**src/rtl/mc_controller.sv**
```systemverilog
// Multicycle MIPS control FSM: sequences fetch/decode/execute/memory/writeback and drives datapath controls.
// Optional macro MC_ORI_EN adds the ORIEXEC state (ori with zero-extended immediate).
module mc_controller (
   input  logic       clk,
   input  logic       reset,
   input  logic [5:0] op,
   input  logic [5:0] funct,
   input  logic       zero,
   output logic [2:0] alucont,
   output logic       alusrca,
   output logic [1:0] alusrcb,
   output logic       zeroext,
   output logic       iord,
   output logic       irwrite,
   output logic       memwrite,
   output logic       regdst,
   output logic       memtoreg,
   output logic       regwrite,
   output logic [1:0] pcsrc,
   output logic       pcen,
   output logic       illegal,
   output logic [3:0] state
);

   typedef enum logic [3:0] {
      FETCH    = 4'd0,
      DECODE   = 4'd1,
      MEMADR   = 4'd2,
      MEMRD    = 4'd3,
      MEMWB    = 4'd4,
      MEMWR    = 4'd5,
      EXECUTE  = 4'd6,
      ALUWB    = 4'd7,
      BRANCH   = 4'd8,
      ADDIEXEC = 4'd9,
      ADDIWB   = 4'd10,
      JUMP     = 4'd11
`ifdef MC_ORI_EN
      ,ORIEXEC = 4'd12
`endif
   } state_t;

   typedef struct packed {
      logic [2:0] alucont;
      logic       alusrca;
      logic [1:0] alusrcb;
`ifdef MC_ORI_EN
      logic       zeroext;
`endif
      logic       iord;
      logic       irwrite;
      logic       memwrite;
      logic       regdst;
      logic       memtoreg;
      logic       regwrite;
      logic [1:0] pcsrc;
      logic       pcwrite;
      logic       branch;
   } ctrl_t;

   state_t cur, nxt;
   ctrl_t  ctrl;
   logic   illegal_dec;

   function automatic logic funct_ok(input logic [5:0] f);
      case (f)
         6'b100000, 6'b100010, 6'b100100, 6'b100101, 6'b101010: return 1'b1;
         default: return 1'b0;
      endcase
   endfunction

   function automatic logic [2:0] funct_alu(input logic [5:0] f);
      case (f)
         6'b100010: return 3'b110;
         6'b100100: return 3'b000;
         6'b100101: return 3'b001;
         6'b101010: return 3'b111;
         default:   return 3'b010;
      endcase
   endfunction

   // Outputs are registered by decoding the state being entered, so they track the state register exactly.
   function automatic ctrl_t decode(input state_t s, input logic [5:0] f);
      ctrl_t c;
      c = '0;
      c.alucont = 3'b010;
      case (s)
         FETCH:    begin c.irwrite = 1'b1; c.pcwrite = 1'b1; c.alusrcb = 2'b01; end
         DECODE:   c.alusrcb = 2'b11;
         MEMADR:   begin c.alusrca = 1'b1; c.alusrcb = 2'b10; end
         MEMRD:    c.iord = 1'b1;
         MEMWB:    begin c.regwrite = 1'b1; c.memtoreg = 1'b1; end
         MEMWR:    begin c.iord = 1'b1; c.memwrite = 1'b1; end
         EXECUTE:  begin c.alusrca = 1'b1; c.alucont = funct_alu(f); end
         ALUWB:    begin c.regwrite = 1'b1; c.regdst = 1'b1; end
         BRANCH:   begin c.alusrca = 1'b1; c.alucont = 3'b110; c.pcsrc = 2'b01; c.branch = 1'b1; end
         ADDIEXEC: begin c.alusrca = 1'b1; c.alusrcb = 2'b10; end
         ADDIWB:   c.regwrite = 1'b1;
         JUMP:     begin c.pcsrc = 2'b10; c.pcwrite = 1'b1; end
`ifdef MC_ORI_EN
         ORIEXEC:  begin c.alusrca = 1'b1; c.alusrcb = 2'b10; c.zeroext = 1'b1; c.alucont = 3'b001; end
`endif
         default: ;
      endcase
      return c;
   endfunction

   always_comb begin
      nxt         = FETCH;
      illegal_dec = 1'b0;
      case (cur)
         FETCH: nxt = DECODE;
         DECODE: begin
            case (op)
               6'b100011, 6'b101011: nxt = MEMADR;
               6'b000000: begin
                  if (funct_ok(funct)) nxt = EXECUTE;
                  else                 illegal_dec = 1'b1;
               end
               6'b000100: nxt = BRANCH;
               6'b001000: nxt = ADDIEXEC;
               6'b000010: nxt = JUMP;
`ifdef MC_ORI_EN
               6'b001101: nxt = ORIEXEC;
`endif
               default:   illegal_dec = 1'b1;
            endcase
         end
         MEMADR:   nxt = (op == 6'b100011) ? MEMRD : MEMWR;
         MEMRD:    nxt = MEMWB;
         EXECUTE:  nxt = ALUWB;
         ADDIEXEC: nxt = ADDIWB;
`ifdef MC_ORI_EN
         ORIEXEC:  nxt = ADDIWB;
`endif
         default:  nxt = FETCH;
      endcase
   end

   always_ff @(posedge clk) begin
      if (!reset) begin
         cur  <= FETCH;
         ctrl <= decode(FETCH, funct);
      end else begin
         cur  <= nxt;
         ctrl <= decode(nxt, funct);
      end
   end

   // Enables are gated by reset so a mid-instruction reset cannot commit any write.
   assign irwrite  = ctrl.irwrite & reset;
   assign memwrite = ctrl.memwrite & reset;
   assign regwrite = ctrl.regwrite & reset;
   assign pcen     = (ctrl.pcwrite | (ctrl.branch & zero)) & reset;
   assign illegal  = illegal_dec & reset;

   assign alucont  = ctrl.alucont;
   assign alusrca  = ctrl.alusrca;
   assign alusrcb  = ctrl.alusrcb;
   assign iord     = ctrl.iord;
   assign regdst   = ctrl.regdst;
   assign memtoreg = ctrl.memtoreg;
   assign pcsrc    = ctrl.pcsrc;
   assign state    = cur;
`ifdef MC_ORI_EN
   assign zeroext  = ctrl.zeroext;
`else
   assign zeroext  = 1'b0;
`endif

endmodule

```
**config.mk**
```make
export PLATFORM = sky130hd
export DESIGN_NAME = mc_controller
export DESIGN_NICKNAME = d
export VERILOG_FILES = /design/src/rtl/mc_controller.sv
export SDC_FILE = /design/constraint.sdc
export NUM_CORES = 1
export LEC_CHECK = 0
export ABC_AREA = 1
export ABC_CLOCK_PERIOD_IN_PS = 1610
export BUFFER_PORTS_ARGS = -buffer_cell sky130_fd_sc_hd__buf_2
export CORE_ASPECT_RATIO = 0.75
export CORE_MARGIN = 4
export CORE_UTILIZATION = 47
export CTS_CLUSTER_SIZE = 25
export DETAILED_ROUTE_END_ITERATION = 10
export PLACE_DENSITY = 0.83
export SLEW_MARGIN = 10
export SYNTH_ARGS = -nofsm -noshare
export SYNTH_HDL_FRONTEND = slang
export SYNTH_SLANG_ARGS = --single-unit
```
**constraint.sdc**
```tcl
create_clock -name clk -period 1.61 [get_ports clk]
set_input_delay 0.322 -clock clk [delete_from_list [all_inputs] [get_ports clk]]
set_output_delay 0.322 -clock clk [all_outputs]
set_load 0.01 [all_outputs]
```
---- Word level (Yosys, flattened, before mapping) ----
Index checks and enable logic that the tools add are counted.
operators by class
  reduce and logical (&&, ||, !) cells .... 11
  bitwise operators ....................... 7
  equal/unequal tests ..................... 26
  muxes and demuxes ....................... 23
operators by type and width
  kind                                           count
  == test 6 bit, second input constant           7
  case mux 4 bit (6 select lines)                1
  == test 4 x 3 -> 1 bit, second input constant  5
  == test 4 bit, second input constant           5
  case mux 4 bit (5 select lines)                1
  == test 4 x 2 -> 1 bit, second input constant  4
  two-way mux 1 bit                              14
  case mux 3 bit (4 select lines)                1
  OR reduction 5 bit                             2
  == test 4 x 1 -> 1 bit, second input constant  2
  logical NOT 4 bit                              2
  OR reduction 2 bit                             4
  bitwise AND 1 bit                              6
  == test 6 x 2 -> 1 bit, second input constant  1
  == test 6 x 3 -> 1 bit, second input constant  1
  == test 6 x 4 -> 1 bit, second input constant  1
  logical NOT 6 bit                              1
  two-way mux 3 bit                              2
  case mux 2 bit (3 select lines)                1
  case mux 3 bit (2 select lines)                1
  case mux 2 bit (2 select lines)                1
  OR reduction 4 bit                             1
  OR reduction 3 bit                             1
  case mux 1 bit (2 select lines)                1
  bitwise OR 1 bit                               1
storage, ports and cells
  bits of input ports ..................... 15
  bits in registers ....................... 20

---- Depth between registers and ports, before layout ----
Gate-level depths: netlist (run 1).
  depth in word-level cells ............... 11
  depth in mapped cells ................... 12
  depth with buffers taken out ............ 12

---- Least setup slack after synthesis (run 1) ----
Ideal clock, no wire load.
  path kind ............................... reg-to-output
  start point ............................. register cur[0] (netlist: state[0])
  end point ............................... output illegal
  slack ................................... 0.116 ns
  arrival time ............................ 1.172 ns
  buffers on the path ..................... 0
  stages on the path, launching flop included .. 5
  required time ........................... 1.288 ns
  cells stage by stage .................... dfxtp_1 inv_2 nor3_2 nand3_1 nor3b_1
between the ends
  cells in the longest elaborated chain, start to end .. 3
RTL lines
  element                 RTL line  RTL
  start, declared         61        state_t cur, nxt;
  start signal, assigned  145       cur <= nxt;
  == test 4 x 1 -> 1 bit  111       case (cur)
  two-way mux 1 bit       111
  bitwise AND 1 bit       155       assign illegal = illegal_dec & reset;
  end, declared           21        output logic illegal,
No other way between the ends.

---- Worst setup path after layout (run 1) ----
Same ends and word-level chain as after synthesis.

==> results of run 1 <==
where the power goes:
group / total, mW / switching [mW] / internal (mW)
clock: 0.239 / 0.143 / 0.0967
sequential: 0.489 / 0.00746 / 0.482
combinational: 0.144 / 0.0850 / 0.0591
total: 0.872 / 0.235 / 0.637
final timing paths:
path / endpoint / slack, ns / depth (start not counted)
worst max register to register: alucont[1]$_SDFF_PN1_ / 0.03 / 10
worst min-delay path: alucont[1]$_SDFF_PN1_ / 0.24 / 2
worst max-delay path: illegal / -0.04 / 5
worst min register to register: memtoreg$_SDFF_PN0_ / 0.56 / 3
logic make-up (layout without fill, tap and decap cells):
kind of cell	Yosys count	after routing	synth area share
and+or+nand+nor	84	84	0.399
buffers and inverters	30	67	0.153
DFF	19	19	0.389
AOI/OAI and AO/OA	8	8	0.0550
other	1	1	0.00383
worst max-delay path, cell delays in order (launching register included):
cell,delay (ns)
dfxtp_4,0.40
inv_2,0.05
nor3_2,0.18
nand3_1,0.11
nor3b_2,0.15
buf_2,0.14
state kept, by name (all words and copies together), names as in the netlist:
name and count:
alucont 3, alusrca 1, memtoreg 1, alusrcb 2, state 4, pcsrc 2, ctrl 4, iord 1
regdst 1
timing repair:
action,CTS,global route
endpoints found under the setup margin,1,15
hold buffers,0,0
resized for setup,13,16
pin swaps,3,5
buffers inserted,5,3
endpoints found under the hold margin,0,0
cells in the final DEF, fill, tap and decap left out:
master    count
a21boi_2      1
a21oi_1       1
a21oi_2       3
a31oi_1       1
and2_1        1
and3_1        1
buf_2        34
buf_4         9
clkbuf_1      1
clkbuf_4      3
conb_1        1
dfxtp_1      16
dfxtp_2       2
dfxtp_4       1
inv_1        14
inv_2         4
inv_4         2
nand2_1      26
nand2_2       8
nand2_4       2
nand3_1       7
nand3_2       1
nand4_1       5
nor2_1       19
nor2_2        3
nor2_4        3
nor3_1        3
nor3_2        3
nor3b_2       1
o211ai_1      1
o21ai_2       1
or4_1         1
Yosys cell counts, drive strengths merged:
| library cell | n | area, um^2 |
|---|---|---|
| nor3 | 6 | 45.0 |
| nand3 | 8 | 40.0 |
| dfxtp | 19 | 380 |
| or4 | 1 | 7.51 |
| buf | 9 | 71.3 |
| conb | 1 | 3.75 |
| clkbuf | 1 | 3.75 |
| and3 | 1 | 6.26 |
| inv | 20 | 75.1 |
| a31oi | 1 | 6.26 |
| o211ai | 1 | 7.51 |
| nand2 | 36 | 145 |
| nor2 | 25 | 101 |
| a21boi | 1 | 11.3 |
| and2 | 1 | 6.26 |
| nor3b | 1 | 7.51 |
| o21ai | 1 | 8.76 |
| a21oi | 4 | 20.0 |
| nand4 | 5 | 31.3 |
stage by stage:
step / instance area, um^2 / cells / util / TNS, ns
6_report: 1270 / 201 / 0.688 / -0.0359
5_1_grt: 1270 / 201 / 0.688 / -0.501
4_1_cts: 1210 / 199 / 0.652 / -0.123
3_5_place_dp: 1120 / 190 / 0.602 / 0
3_3_place_gp: 1120 / 190 / 0.602 / 0
2_1_floorplan: 978 / 142 / - / 0
routing by layer:
layer | part of all wire | global-route usage | wire length (um) | vias to the layer above
met5 | 0 | 0 | 0 | -
met4 | 0.0041 | 0.0303 | 10 | 0
met3 | 0.10 | 0.0539 | 248 | 2
met2 | 0.48 | 0.303 | 1180 | 51
met1 | 0.41 | 0.203 | 1010 | 443
li1 | - | - | - | 513
area by class of cell:
| cell class | count | area [um^2] | share of cell area |
|---|---|---|---|
| clock buffers | 4 | 26.3 | 0.0206 |
| flip-flops and latches | 19 | 387 | 0.303 |
| well taps | 22 | 27.5 | 0.0216 |
| multi-input cells | 93 | 517 | 0.405 |
| repair buffers | 43 | 238 | 0.186 |
| inverters | 20 | 80.1 | 0.0628 |
==> run_results.csv, run 1 <==
group,metric,value,unit
outcome,status,"finished with violations",
outcome,violations,"negative setup slack",
floorplan,start_util,0.528,
timing,slew_viol_final,0,
clock_tree,clockBufferDepth,2,
worst_setup_path,worst_ep_required_time,1.29,ns
worst_hold_path,min_path_type,"input pin to register",
worst_hold_path,min_from,"funct[2]",
timing,fin_worst_hold_slack,0.242,ns
logic_synthesis,synth_fp_nets,157,
route,drtPass1Iterations,4,
clock_tree,htreeDepth,1,
layout,fillers,163,
timing,fin_crit_sh,1.02,
floorplan,core_area,1850,um^2
power,leakage,0.680,nW
grt,grt_usage,0.169,
place,port-buffer-count,34,
route,wl_per_cell,12.2,um
timing,period_needed,1.65,ns
layout,final_net_count,195,
grt,grt_max_degree,11,
route,avgViaCountPerCell,5.02,
run,drv_cap,0,
timing,max_freq,608,MHz
floorplan,fp.dieH,47.5,um
floorplan,io_pins,36,
logic_synthesis,ys_seq_area_frac,0.389,
worst_setup_path,timing.rr.start,"state[0]$_SDFF_PN0_",
timing,rsz0062_at_grt,"true",
floorplan,dieArea,2880,um^2
grt,grt_pass1_wl,3590,um
logic_synthesis,ys_seq_elements,19,
timing,final_hold_viol_count,0,
clock_tree,clk_latency,0.30,ns
clock_tree,clock_sinks,19,
place,pre_cts_ws,0.0222,ns
power,power_per_cell_area,684,nW/um^2
layout,diodes,0,
worst_setup_path,worstPathArrival,1.32,ns
place,hpwl,1750,um
logic_synthesis,syn_area_per_cell,6.89,um^2
logic_synthesis,synth_cell_type_count,24,
route,drt_wl_total,2450,um
route,vias,1009,
clock_tree,cts_tree,"yes",
worst_setup_path,worst-setup-path-type,"register to output port",
logic_synthesis,netlist_instances,142,
logic_synthesis,syn_area,978,um^2
timing,setup_viol,1,
layout,syn2layout_area_growth,30.3,%
clock_tree,cts_made_buffers,3,
clock_tree,clk_pin_slew,0.10,ns
worst_setup_path,crit_path_max_fanout,7,
floorplan,die_x,60.7,um
route,detail_route.iter0.violations,39,
route,ant_nets,0,
power,ir_drop,723,uV
route,drc,0,
layout,drive_gt1_frac,0.453,
clock_tree,cts_root_buffer,"clkbuf_4",
place,gp_congestion,0.954,
worst_setup_path,start_kind,"register",
timing,finalWorstSetupSlack,-0.0359,ns
grt,antenna_found_initial,0,
power,p_total,0.872,mW
worst_setup_path,critPathCaptureType,"output port",
worst_setup_path,crit_start,"state[0]$_SDFF_PN0_",
timing,skew,0.00266,ns
floorplan,rows,13,
grt,globalRouteOverflowTotal,0,
grt,first_global_vias,896,
logic_synthesis,yosys_warnings,0,
Power figures use the tool's default switching activity.
==> run 2, diff against run 1 <==
--- a/config.mk
+++ b/config.mk
@@ -8,12 +8,14 @@
 export ABC_AREA = 1
 export ABC_CLOCK_PERIOD_IN_PS = 1610
 export BUFFER_PORTS_ARGS = -buffer_cell sky130_fd_sc_hd__buf_2
+export CELL_PAD_IN_SITES_DETAIL_PLACEMENT = 2
+export CELL_PAD_IN_SITES_GLOBAL_PLACEMENT = 2
 export CORE_ASPECT_RATIO = 0.75
 export CORE_MARGIN = 4
-export CORE_UTILIZATION = 47
+export CORE_UTILIZATION = 25
 export CTS_CLUSTER_SIZE = 25
 export DETAILED_ROUTE_END_ITERATION = 10
-export PLACE_DENSITY = 0.83
+export PLACE_DENSITY = 0.84
 export SLEW_MARGIN = 10
 export SYNTH_ARGS = -nofsm -noshare
 export SYNTH_HDL_FRONTEND = slang
==> run_results.csv, run 2 (synthesis results as in run 1) <==
group,metric,value,unit
worst_setup_path,worstPathArrival,1.29,ns
grt,grt.busiest_layer,"met2",
worst_hold_path,min_from,"funct[2]",
route,drtPass1Iterations,4,
place,hpwl,2690,um
layout,post-route-util,0.356,
timing,final.setup.tns,-0.00641,ns
timing,fin_crit_sh,1.00,
layout,final_net_count,197,
worst_setup_path,worst_ep_required_time,1.29,ns
layout,multi_input_area,490,um^2
worst_hold_path,min_delay_path_depth,2,
place,dp_cells,222,
clock_tree,cts_root_buffer,"clkbuf_8",
layout,seqCellArea,390,um^2
clock_tree,clk_latency,0.25,ns
grt,antenna_found_initial,0,
route,wl_per_cell,14.1,um
floorplan,dieArea,4990,um^2
layout,fin_cells,233,
grt,grt_usage,0.139,
worst_setup_path,cp_slowest_cell,"dfxtp_2",
worst_setup_path,max_stage_delay,0.33,ns
timing,skew,0.00600,ns
floorplan,start_util,0.264,
grt,first_global_vias,1204,
grt,grtUsageMet1,0.162,
floorplan,io_pins,36,
timing,setup_viol,1,
floorplan,rows,19,
timing,final_hold_viol_count,0,
floorplan,core_area,3710,um^2
worst_setup_path,crit-reg2reg-capture,"alucont[1]$_SDFF_PN1_",
route,drc,0,
grt,grtUsageMet3,0.0477,
grt,grt_max_degree,11,
timing,period_needed,1.62,ns
worst_setup_path,rrSetupSlack,0.02,ns
route,detail_route.iter0.violations,13,
route,drt_wl_total,3290,um
clock_tree,htreeDepth,1,
outcome,status,"finished with violations",
worst_setup_path,timing.rr.start,"state[0]$_SDFF_PN0_",
clock_tree,cts_tree,"yes",
power,power_per_cell_area,726,nW/um^2
worst_setup_path,worst-setup-path-type,"register to output port",
layout,fin_area,1320,um^2
layout,diodes,0,
layout,layout_commonest_cell,"buf_2",
place,gp_congestion,0.889,
layout,layout_common_cells,"buf_2 (34), nand2_1 (30), nor2_1 (19), inv_1 (16), dfxtp_1 (15)",
worst_setup_path,critPathCaptureType,"output port",
timing,slew_viol_final,0,
route,ant_nets,0,
layout,drive_gt1_frac,0.420,
layout,fillers,474,
place,port-buffer-count,34,
worst_setup_path,start_kind,"register",
clock_tree,cts_made_buffers,3,
grt,globalRouteOverflowTotal,0,
clock_tree,clockBufferDepth,2,
worst_hold_path,min_path_type,"input pin to register",
worst_setup_path,path_cells,"inv_2 > nand2_4 > nor3_4 > nand3_2 > nor3b_2 > buf_2",
floorplan,die_x,80.2,um
power,ir_drop,436,uV
floorplan,fp.dieH,62.2,um
timing,rsz0062_at_grt,"true",
worst_setup_path,crit_path_max_fanout,3,
worst_setup_path,worst_r2r_path_depth,8,
clock_tree,postCtsHoldBufs,0,
timing,finalWorstSetupSlack,-0.00641,ns
grt,grt_pass1_wl,5530,um
outcome,violations,"negative setup slack",
route,avgViaCountPerCell,4.48,
run,drv_cap,0,
route,vias,1043,
power,leakage,0.692,nW
layout,syn2layout_area_growth,34.8,%
clock_tree,clock_sinks,19,
place,placed_area,1170,um^2
timing,max_freq,619,MHz
clock_tree,clk_pin_slew,0.07,ns
worst_hold_path,holdPathEnd,"alucont[1]$_SDFF_PN1_",
grt,grtUsageMet2,0.247,
-- run 2: changes by cell type in the layout (fill, tap and decap cells not counted), sizes merged --
cell,delta
buf,+2
-- run 2: critical path, delay by kind of cell (launching register included) --
family | cells | cell delay, ns
simple gates | 4 | 0.48
buf+inv | 2 | 0.23
flops | 1 | 0.33
-- run 2: layer usage --
layer | vias up | part of all wire
met3 | 2 | 0.063
met2 | 28 | 0.52
met4 | 0 | 0.0064
li1 | 512 | -
met1 | 501 | 0.41
met5 | - | 0
-- run 2: power breakdown --
part	total, mW	switching, mW	internal [mW]
logic	0.144	0.0863	0.0580
registers	0.487	0.00647	0.480
clock network	0.326	0.151	0.176
total	0.957	0.243	0.714
-- run 2: how the worst max path moves through the flow --
stage / startpoint / endpoint / slack [ns] / cells after the start
4_1_cts: state[3]$_SDFF_PN0_ / illegal / -0.09 / 6
3_3_place_gp: op[3] / alusrcb[1]$_SDFF_PN0_ / -0.003 / 9
6_report: state[3]$_SDFF_PN0_ / illegal / -0.006 / 6
3_5_place_dp: op[1] / alusrcb[1]$_SDFF_PN0_ / -0.20 / 11
5_1_grt: state[3]$_SDFF_PN0_ / illegal / -0.13 / 6
2_1_floorplan: state[0]$_SDFF_PN0_ / illegal / 0.12 / 4
-- run 2: stage by stage --
| stage | hold slack, ns | setup slack, ns | power (mW) |
|---|---|---|---|
| finish | 0.305 | -0.00641 | 0.957 |
| global route | 0.299 | -0.134 | 1.02 |
| floorplan | 0.409 | 0.116 | 0.573 |
| detailed placement | 0.559 | -0.197 | 0.630 |
| CTS | 0.297 | -0.0945 | 0.966 |
| global placement | 0.548 | -0.00283 | 0.619 |
-- run 2: final cells by class --
cell class              instances  share of cell area
inverters                      20              0.0569
clock buffers                   4              0.0342
multi-input cells              93               0.372
repair buffers                 45               0.192
flip-flops and latches         19               0.296
well taps                      52              0.0493
-- run 2: timing repair --
action,in CTS,in global routing
gates cloned,0,0
gates resized for setup,13,6
pin swaps,3,2
setup buffers,5,2
setup endpoints to repair,8,10
==> run 3, diff against run 2 <==
--- a/config.mk
+++ b/config.mk
@@ -5,17 +5,16 @@
 export SDC_FILE = /design/constraint.sdc
 export NUM_CORES = 1
 export LEC_CHECK = 0
-export ABC_AREA = 1
 export ABC_CLOCK_PERIOD_IN_PS = 1610
 export BUFFER_PORTS_ARGS = -buffer_cell sky130_fd_sc_hd__buf_2
 export CELL_PAD_IN_SITES_DETAIL_PLACEMENT = 2
 export CELL_PAD_IN_SITES_GLOBAL_PLACEMENT = 2
 export CORE_ASPECT_RATIO = 0.75
 export CORE_MARGIN = 4
-export CORE_UTILIZATION = 25
+export CORE_UTILIZATION = 27
 export CTS_CLUSTER_SIZE = 25
 export DETAILED_ROUTE_END_ITERATION = 10
-export PLACE_DENSITY = 0.84
+export PLACE_DENSITY = 0.82
 export SLEW_MARGIN = 10
 export SYNTH_ARGS = -nofsm -noshare
 export SYNTH_HDL_FRONTEND = slang
==> run_results.csv, run 3 <==
group,metric,value,unit
logic_synthesis,synth_fp_nets,132,
layout,syn2layout_area_growth,80.7,%
clock_tree,htreeDepth,1,
timing,final_hold_viol_count,0,
floorplan,die_x,79.1,um
worst_hold_path,min_path_type,"input pin to register",
place,gp_congestion,0.882,
run,drv_cap,0,
power,power_per_cell_area,605,nW/um^2
logic_synthesis,syn_area,1020,um^2
logic_synthesis,synth-async-reset-ratio,0,
floorplan,start_util,0.280,
logic_synthesis,ys_top_cells_by_count,"dfxtp_1 (19), nor2_1 (11), a21oi_1 (10), buf_4 (8), nand2_1 (8)",
grt,globalRouteOverflowTotal,0,
grt,first_global_vias,1259,
clock_tree,clk_pin_slew,0.07,ns
power,p_total,1.12,mW
floorplan,rows,19,
worst_setup_path,worst-setup-path-type,"input pin to register",
worst_setup_path,worst_ep_required_time,1.79,ns
logic_synthesis,yosys.cell_count.top_type,"dfxtp_1",
worst_setup_path,worstPathArrival,2.07,ns
grt,grt_usage,0.210,
clock_tree,cts_tree,"yes",
worst_setup_path,crit_path_max_fanout,5,
route,drt_wl_total,5560,um
logic_synthesis,synth-edff-count,0,
worst_setup_path,start_kind,"input pin",
logic_synthesis,synth_area_leader_cell,"dfxtp_1",
timing,skew,0.00255,ns
floorplan,io_pins,36,
logic_synthesis,ys_seq_elements,19,
outcome,violations,"negative setup slack",
logic_synthesis,ys_seq_area_frac,0.371,
power,ir_drop,480,uV
grt,grt_pass1_wl,7380,um
route,drc,0,
worst_setup_path,critPathCaptureType,"register",
logic_synthesis,yosys_warnings,0,
layout,fillers,379,
timing,rsz0062_at_grt,"true",
layout,layout_common_cells,"buf_4 (33), buf_2 (28), dfxtp_1 (16), nor2_1 (8), buf_6 (7)",
place,port-buffer-count,34,
power,leakage,0.818,nW
worst_hold_path,holdPathEnd,"ctrl[8]$_SDFF_PN1_",
place,hpwl,2890,um
grt,grt_max_degree,12,
logic_synthesis,synth_cell_type_count,38,
layout,final_net_count,199,
layout,drive_gt1_frac,0.656,
worst_hold_path,min_delay_path_depth,2,
layout,post-route-util,0.506,
timing,fin_crit_sh,1.17,
clock_tree,cts_made_buffers,3,
timing,finalWorstSetupSlack,-0.281,ns
logic_synthesis,netlist_instances,117,
timing,final.setup.tns,-3.17,ns
timing,setup_viol,18,
layout,layout_commonest_cell,"buf_4",
worst_setup_path,worst_r2r_path_depth,7,
timing,slew_viol_final,0,
worst_setup_path,crit-reg2reg-capture,"iord$_SDFF_PN0_",
floorplan,fp.dieH,61.4,um
route,detail_route.iter0.violations,34,
logic_synthesis,ys.flop_type,"dfxtp_1",
timing,period_needed,1.89,ns
clock_tree,clockBufferDepth,2,
floorplan,core_area,3660,um^2
route,ant_nets,0,
route,avgViaCountPerCell,5.02,
clock_tree,postCtsHoldBufs,0,
route,vias,1180,
clock_tree,clock_sinks,19,
layout,diodes,0,
worst_setup_path,rrSetupSlack,-0.18,ns
logic_synthesis,yosys.area.top_type_share,0.371,
clock_tree,clk_latency,0.26,ns
route,wl_per_cell,23.7,um
route,drtPass1Iterations,4,
worst_setup_path,timing.rr.start,"state[2]$_SDFF_PN0_",
worst_hold_path,min_from,"reset",
logic_synthesis,synthTopCellsByArea,"dfxtp_1 (37%), buf_4 (5.9%), a21oi_1 (4.9%), nor2_1 (4.0%), nor3_1 (3.4%)",
outcome,status,"finished with violations",
clock_tree,cts_root_buffer,"clkbuf_8",
grt,antenna_found_initial,0,
timing,max_freq,529,MHz
floorplan,dieArea,4850,um^2
logic_synthesis,syn_area_per_cell,8.76,um^2
## run 3: power breakdown
part	switching, mW	total [mW]	internal, mW
Clock	0.159	0.335	0.176
Combinational	0.156	0.294	0.139
Sequential	0.00977	0.491	0.482
## run 3: final cells by class
class | instances | area [um^2] | share of cell area
Multi-Input combinational cell | 80 | 762 | 0.411
Timing Repair Buffer | 75 | 577 | 0.311
Sequential cell | 19 | 384 | 0.207
Tap cell | 52 | 65.1 | 0.0351
Clock buffer | 4 | 45.0 | 0.0243
Inverter | 5 | 18.8 | 0.0101
## run 3: stage by stage
| step | hold WS, ns | area, um^2 | cells | setup WS [ns] |
|---|---|---|---|---|
| 6_report | 0.388 | 1850 | 235 | -0.281 |
| 4_1_cts | 0.341 | 1620 | 228 | -0.220 |
| 3_5_place_dp | 0.612 | 1360 | 216 | -0.550 |
| 3_3_place_gp | 0.608 | 1360 | 216 | -0.445 |
| 5_1_grt | 0.385 | 1850 | 235 | -0.337 |
| 2_1_floorplan | 0.439 | 1030 | 117 | -0.243 |
## run 3: how the worst max path moves through the flow
| stage | slack, ns | from | end | cells after the start |
|---|---|---|---|---|
| detailed placement | -0.55 | op[1] | alucont[2]$_SDFF_PN0_ | 9 |
| finish | -0.28 | op[2] | iord$_SDFF_PN0_ | 8 |
| global route | -0.34 | op[2] | iord$_SDFF_PN0_ | 8 |
| CTS | -0.22 | op[5] | illegal | 9 |
| floorplan | -0.24 | op[3] | alucont[2]$_SDFF_PN0_ | 6 |
| global placement | -0.45 | op[1] | alusrca$_SDFF_PN0_ | 9 |
## run 3: worst max-delay path, cell delays in order
cell and delay [ns]:
buf_8 0.10, or3_4 0.42, o31ai_4 0.27, inv_2 0.08, a311oi_4 0.45, buf_12 0.17, nand3b_1 0.08, a21oi_1 0.17
## run 3: routing by layer
layer	global-route usage	up-vias	wire length (um)
met4	0.0686	0	136
met2	0.386	42	2750
met5	0	-	0
met3	0.0482	10	188
li1	-	538	-
met1	0.246	590	2490
## run 3: logic make-up (layout without fill, tap and decap cells)
family                 after synthesis  count (layout)  synth area share
AND/OR/NAND/NOR                     51              51             0.298
AO/OA/AOI/OAI                       25              25             0.190
flip-flops                          19              19             0.371
buffers and inverters               18              84             0.110
XOR/XNOR                             2               2            0.0171
other                                1               1           0.00366
multiplexers                         1               1           0.00977
## run 3: repair_timing
| action | in CTS | in global routing |
|---|---|---|
| gates resized for setup | 32 | 41 |
| endpoints found under the setup margin | 15 | 19 |
| endpoints found under the hold margin | 0 | 0 |
| cloned | 0 | 0 |
| buffers inserted | 9 | 8 |
| pin swaps | 8 | 15 |
